===== config.mk =====
export PLATFORM = sky130hd
export DESIGN_NAME = axi_rd_arbiter
export DESIGN_NICKNAME = d
export VERILOG_FILES = /design/src/rtl/axi_rd_arbiter.sv
export SDC_FILE = /design/constraint.sdc
export NUM_CORES = 1
export LEC_CHECK = 0
export ABC_CLOCK_PERIOD_IN_PS = 2300
export BUFFER_PORTS_ARGS = -buffer_cell sky130_fd_sc_hd__buf_2
export CELL_PAD_IN_SITES_DETAIL_PLACEMENT = 1
export CELL_PAD_IN_SITES_GLOBAL_PLACEMENT = 2
export CORE_AREA = 2 2 160 162
export CTS_BUF_LIST = sky130_fd_sc_hd__clkbuf_8
export DETAILED_ROUTE_END_ITERATION = 12
export DIE_AREA = 0 0 162 164
export MAX_ROUTING_LAYER = met4
export PLACE_DENSITY = 0.79
export SETUP_SLACK_MARGIN = 0.5
export SYNTH_ARGS = -nofsm -noshare
export SYNTH_HDL_FRONTEND = slang
export SYNTH_SLANG_ARGS = --single-unit

===== constraint.sdc =====
create_clock -name clk -period 2.3 [get_ports clk]
set_input_delay 0.23 -clock clk [delete_from_list [all_inputs] [get_ports clk]]
set_output_delay 0.23 -clock clk [all_outputs]
set_load 0.1 [all_outputs]

===== src/rtl/axi_rd_arbiter.sv =====
// -----------------------------------------------------------------------------
// axi_rd_arbiter
//
// Shares one AXI4-Lite-style read master (AR + R channels) between two
// requesters: port 0 is the IFU instruction fetch, port 1 is the LSU load.
// Only one transaction is in flight at a time. When both ports request in the
// same IDLE cycle, the port that was not granted last time wins (round robin).
// A saturating counter records how many read beats came back with a non-OKAY
// response, for debug visibility.
//
// Ports
//   clk, rst_n        clock (rising edge) and synchronous active-low reset
//   s0_* / s1_*       requester ports (IFU / LSU):
//                       arvalid/arready/araddr   read address handshake
//                       rvalid/rready/rdata/rresp read data handshake
//   m_*               single downstream read master (AR + R channels)
//   grant_o           one-hot owner of the current transaction, 2'b00 in IDLE
//   err_cnt_o         saturating count of beats with rresp != OKAY
//
// Transaction flow: IDLE (arbitrate, accept address) -> ADDR (present address
// downstream until accepted) -> DATA (pass the read beat to the owner).
// -----------------------------------------------------------------------------
module axi_rd_arbiter #(
   parameter int ADDR_W    = 64,
   parameter int DATA_W    = 64,
   parameter int ERR_CNT_W = 8
) (
   input  logic                 clk,
   input  logic                 rst_n,

   input  logic                 s0_arvalid,
   output logic                 s0_arready,
   input  logic [ADDR_W-1:0]    s0_araddr,
   output logic                 s0_rvalid,
   input  logic                 s0_rready,
   output logic [DATA_W-1:0]    s0_rdata,
   output logic [1:0]           s0_rresp,

   input  logic                 s1_arvalid,
   output logic                 s1_arready,
   input  logic [ADDR_W-1:0]    s1_araddr,
   output logic                 s1_rvalid,
   input  logic                 s1_rready,
   output logic [DATA_W-1:0]    s1_rdata,
   output logic [1:0]           s1_rresp,

   output logic                 m_arvalid,
   input  logic                 m_arready,
   output logic [ADDR_W-1:0]    m_araddr,
   input  logic                 m_rvalid,
   output logic                 m_rready,
   input  logic [DATA_W-1:0]    m_rdata,
   input  logic [1:0]           m_rresp,

   output logic [1:0]           grant_o,
   output logic [ERR_CNT_W-1:0] err_cnt_o
);

   typedef enum logic [1:0] {
      ST_IDLE = 2'b00,
      ST_ADDR = 2'b01,
      ST_DATA = 2'b10
   } state_t;

   state_t                 state_r;
   state_t                 state_nxt_s;
   logic                   owner_r;       // 0 = IFU (s0), 1 = LSU (s1)
   logic                   last_grant_r;  // owner of the last completed read
   logic [ADDR_W-1:0]      addr_r;
   logic [ERR_CNT_W-1:0]   err_cnt_r;

   logic                   req_any_s;
   logic                   win_s;
   logic                   rready_own_s;
   logic                   r_hs_s;
   logic                   ar_accept_s;

   // Increment that sticks at the all-ones value instead of wrapping.
   function automatic logic [ERR_CNT_W-1:0] sat_inc(input logic [ERR_CNT_W-1:0] val);
      logic [ERR_CNT_W-1:0] res;
      if (&val) begin
         res = val;
      end else begin
         res = val + {{(ERR_CNT_W-1){1'b0}}, 1'b1};
      end
      return res;
   endfunction

   // Arbitration: a lone requester wins; on a tie the port not granted last time wins.
   always_comb begin
      req_any_s = s0_arvalid | s1_arvalid;
      if (s0_arvalid && s1_arvalid) begin
         win_s = ~last_grant_r;
      end else if (s1_arvalid) begin
         win_s = 1'b1;
      end else begin
         win_s = 1'b0;
      end
   end

   // Handshake qualifiers derived from the current state and the owner's ready.
   always_comb begin
      rready_own_s = owner_r ? s1_rready : s0_rready;
      ar_accept_s  = (state_r == ST_IDLE) && req_any_s;
      r_hs_s       = (state_r == ST_DATA) && m_rvalid && rready_own_s;
   end

   // State register.
   always_ff @(posedge clk) begin
      if (!rst_n) begin
         state_r <= ST_IDLE;
      end else begin
         state_r <= state_nxt_s;
      end
   end

   // Next-state logic; IDLE is the only point where a new owner is chosen.
   always_comb begin
      state_nxt_s = state_r;
      case (state_r)
         ST_IDLE: begin
            if (req_any_s) begin
               state_nxt_s = ST_ADDR;
            end else begin
               state_nxt_s = ST_IDLE;
            end
         end
         ST_ADDR: begin
            if (m_arready) begin
               state_nxt_s = ST_DATA;
            end else begin
               state_nxt_s = ST_ADDR;
            end
         end
         ST_DATA: begin
            if (r_hs_s) begin
               state_nxt_s = ST_IDLE;
            end else begin
               state_nxt_s = ST_DATA;
            end
         end
         default: begin
            state_nxt_s = ST_IDLE;
         end
      endcase
   end

   // Capture the winner's address and identity when its request is accepted.
   always_ff @(posedge clk) begin
      if (!rst_n) begin
         addr_r  <= {ADDR_W{1'b0}};
         owner_r <= 1'b0;
      end else if (ar_accept_s) begin
         addr_r  <= win_s ? s1_araddr : s0_araddr;
         owner_r <= win_s;
      end else begin
         addr_r  <= addr_r;
         owner_r <= owner_r;
      end
   end

   // Round-robin history and error counter advance only on a completed beat.
   always_ff @(posedge clk) begin
      if (!rst_n) begin
         last_grant_r <= 1'b1;
         err_cnt_r    <= {ERR_CNT_W{1'b0}};
      end else if (r_hs_s) begin
         last_grant_r <= owner_r;
         if (m_rresp != 2'b00) begin
            err_cnt_r <= sat_inc(err_cnt_r);
         end else begin
            err_cnt_r <= err_cnt_r;
         end
      end else begin
         last_grant_r <= last_grant_r;
         err_cnt_r    <= err_cnt_r;
      end
   end

   // Output decode. Address acceptance in IDLE is held off while reset is
   // asserted so no requester believes its address was taken during reset.
   always_comb begin
      m_arvalid  = 1'b0;
      m_araddr   = {ADDR_W{1'b0}};
      m_rready   = 1'b0;
      s0_arready = 1'b0;
      s1_arready = 1'b0;
      s0_rvalid  = 1'b0;
      s1_rvalid  = 1'b0;
      s0_rdata   = {DATA_W{1'b0}};
      s1_rdata   = {DATA_W{1'b0}};
      s0_rresp   = 2'b00;
      s1_rresp   = 2'b00;
      grant_o    = 2'b00;
      case (state_r)
         ST_IDLE: begin
            if (rst_n && req_any_s) begin
               if (win_s) begin
                  s1_arready = 1'b1;
               end else begin
                  s0_arready = 1'b1;
               end
            end else begin
               s0_arready = 1'b0;
               s1_arready = 1'b0;
            end
         end
         ST_ADDR: begin
            m_arvalid = 1'b1;
            m_araddr  = addr_r;
            grant_o   = owner_r ? 2'b10 : 2'b01;
         end
         ST_DATA: begin
            grant_o  = owner_r ? 2'b10 : 2'b01;
            m_rready = rready_own_s;
            if (owner_r) begin
               s1_rvalid = m_rvalid;
               s1_rdata  = m_rdata;
               s1_rresp  = m_rresp;
            end else begin
               s0_rvalid = m_rvalid;
               s0_rdata  = m_rdata;
               s0_rresp  = m_rresp;
            end
         end
         default: begin
            grant_o = 2'b00;
         end
      endcase
   end

   assign err_cnt_o = err_cnt_r;

endmodule


==> out/qor.txt <==
Max VDD drop -> 0.235 mV
Synthesis-to-layout area growth -> 140%
# DRC -> 0
Yosys Warn Count -> 0
Top cells by area, synth -> dfxtp_1 32%, and2_1 17%, mux2i_1 13%, a211oi_1 10%, and3_1 8.8%
First-pass DRT Iterations -> 4
Final Instance Area -> 11600 sq um
Post-synthesis sequential area ratio -> 0.315
#FFs+latches synth -> 76
Via Count -> 6223
R2R Setup Slk -> 320 ps
Die span in y -> 164 um
Setup TNS -> 0 ps
TritonCTS clock tree -> built
Worst slew pin tran -> 504 ps
Cell depth of the worst hold path -> 3
First-pass GRT wire length -> 40300 um
Final GP Congestion -> 0.955
Final Max Tran Viols -> 0
Die ar. -> 26600 sq um
Antenna-violating nets left -> 0
Skew final -> 16.4 ps
Hold Crit Start -> m_arready
Post-route clock period utilization -> 0.874
Slew margin rel. -> 0.667
Total of max-cap violations -> 0
Reg2Reg Depth -> 9
Reg-to-reg startpoint -> state_r[0]
Syn nets -> 796
Io pins -> 414
Critical Path RT -> 2070 ps
Share of Yosys cell area claimed by the top area cell type -> 0.315
Most used DFF post-synth -> dfxtp_1
Max Freq -> 0.498 GHz
Die width -> 162 um
Arrival time of the worst setup path -> 1780 ps
Drt initial violations -> 134
Most used cell, CP -> buf_12
Top-count cell post-synth -> and2_1
Initial core utilization -> 0.195
Port bufs -> 413
Hold EP -> state_r[1]
Vias in the first global route -> 6322
Startpoint Class -> flop
Critical path class -> flop to output port
Synth top cells by count -> 132 x and2_1, 76 x dfxtp_1, 68 x and3_1, 68 x nor2_1, 65 x mux2i_1
RR Endpoint -> err_cnt_o[5]
# rows -> 58
Critical-path cell list -> inv_2, ha_4, and2b_4, buf_12, buf_16, and2_4, buf_12
Initial antenna violation count -> 4
Critical path buffers and inverters -> 4
Hold Fails Final Rpt -> 0
Crit Path Max Fanout -> 6
DPL Wire Length -> 20200 um
DRT Wirelength -> 29700 um
Hold-fix buffers, CTS -> 0
Drt wl/cell -> 22.0 um
Post-Syn Area per Cell -> 8.20 sq um
Global route total overflow -> 0
Critical path endpoint category -> output port
Post-synth EDFFs -> 0
CP max-delay cell -> dfxtp_2
CTS clock-pin slew for the worst setup and hold paths -> 80 ps
Min Tclk post-route -> 2010 ps
Worst-Skew Late Latency -> 370 ps
Largest net degree at the start of global routing -> 73
GRT Total Usage -> 0.210
Worst hold path class -> primary input to flop
RSZ-0062 raised after global routing -> true
Pwr/cell area -> 468 nW/um^2
Cells after synthesis -> 589
FFs w/ async S/R, synth -> 0
Fin nets -> 1218
Delay of the slowest critical-path stage -> 330 ps
Root buffer cell -> clkbuf_8
Layout cells sized above 1 -> 0.705
Post-place instance area -> 9830 sq um
CP top delay family -> buffers and inverters
# setup viols final -> 0
Vias/cell -> 4.61
Core area -> 24800 sq um
Post-synth top area cell -> dfxtp_1
# clock sinks -> 76
Deepest clock path buffer count -> 2
CTS H-tree depth -> 3
Count of different cell masters after synthesis -> 36
Status -> finished, final reports clean
Synthesized area -> 4830 sq um
Static Leak -> 0.00516 uW
TritonCTS buffer count -> 9
cell type report:
class / count / area [sq um]
Timing Repair Buffer: 468 / 5830
Inverter: 6 / 22.5
Sequential cell: 76 / 1550
Multi-Input combinational cell: 450 / 3550
Fill cell: 2696 / 13200
Antenna cell: 5 / 12.5
Clock buffer: 9 / 124
Tap cell: 330 / 413
Clock inverter: 7 / 80.1
where the power goes:
| part | internal, uW | leakage, uW | switching, uW |
|---|---|---|---|
| sequential | 1470 | 0.000636 | 71.6 |
| combinational | 1090 | 0.00443 | 1680 |
| clock | 517 | 0.0000973 | 588 |
| total | 3080 | 0.00516 | 2340 |
logic make-up after synthesis:
family | synth area share
AO/OA/AOI/OAI | 0.133
XOR/XNOR | 0.00181
adder cells (fa/ha/maj) | 0.0130
buffers and inverters | 0.0630
flip-flops | 0.315
multiplexers | 0.138
AND/OR/NAND/NOR | 0.337
per-layer routing:
metal  wire, um  part of all wire  track usage  vias to the layer above
li1           -                 -            -                     2894
met1      10400              0.35        0.210                     2976
met2      15500              0.52        0.378                      300
met3       2270             0.076       0.0581                       53
met4       1520             0.051        0.103                        0
met5          0                 0            -                        -
layout by cell type, fill, tap and decap left out, types with 3 or more instances in the layout:
master       n
buf_8        4
nand2_1      3
and2_2      65
a211oi_1    64
buf_6       14
nand3_1      6
a21oi_2      3
clkbuf_8     9
o21ai_0      3
and3_4      24
buf_4       25
dfxtp_2      7
dfxtp_4      4
diode_2      5
buf_12     204
and3_2      44
o31ai_1      3
ha_4         3
mux2i_1     65
nor2_1      68
inv_6        4
clkbuf_16    7
inv_1        4
and2_4      68
dfxtp_1     65
buf_16       4
buf_2      209
a21oi_1      7
what timing repair did:
item / in CTS / in global routing
pin swaps: 8 / 49
setup endpoints to repair: 208 / 256
endpoints found under the hold margin: 0 / 0
resized for setup: 243 / 54
setup buffers: 17 / 14
cloned: 3 / 11
state kept, by name, summed over array words and instances (netlist names):
signal        cells
addr_r           64
err_cnt_o         8
state_r           2
last_grant_r      1
owner_r           1
tightest hold or removal path: stages:
cell and delay (ps):
buf_2 90, a21oi_1 60, nor2_1 80
worst max-delay path by stage:
stage | endpoint | cells past startpoint | slack [ps] | from
2_1_floorplan | m_araddr[15] | 5 | 180 | state_r[1]
3_3_place_gp | s1_rdata[24] | 5 | 430 | state_r[0]
3_5_place_dp | s1_rdata[59] | 5 | 400 | state_r[0]
4_1_cts | s0_rdata[40] | 7 | 320 | state_r[0]
5_1_grt | s0_rdata[13] | 7 | 210 | state_r[0]
6_report | s0_rdata[13] | 7 | 290 | state_r[0]
stage by stage:
| step | std cells | total power, uW | worst slack [ps] | utilization | hold WS, ps |
|---|---|---|---|---|---|
| 2_1_floorplan | 589 | 3100 | 178 | - | 306 |
| 3_3_place_gp | 1285 | 4010 | 432 | 0.396 | 466 |
| 3_5_place_dp | 1285 | 4040 | 396 | 0.396 | 479 |
| 4_1_cts | 1321 | 5330 | 317 | 0.445 | 98.2 |
| 5_1_grt | 1350 | 5710 | 214 | 0.466 | 106 |
| 6_report | 1351 | 5420 | 291 | 0.467 | 132 |
Power figures use the tool's default switching activity.
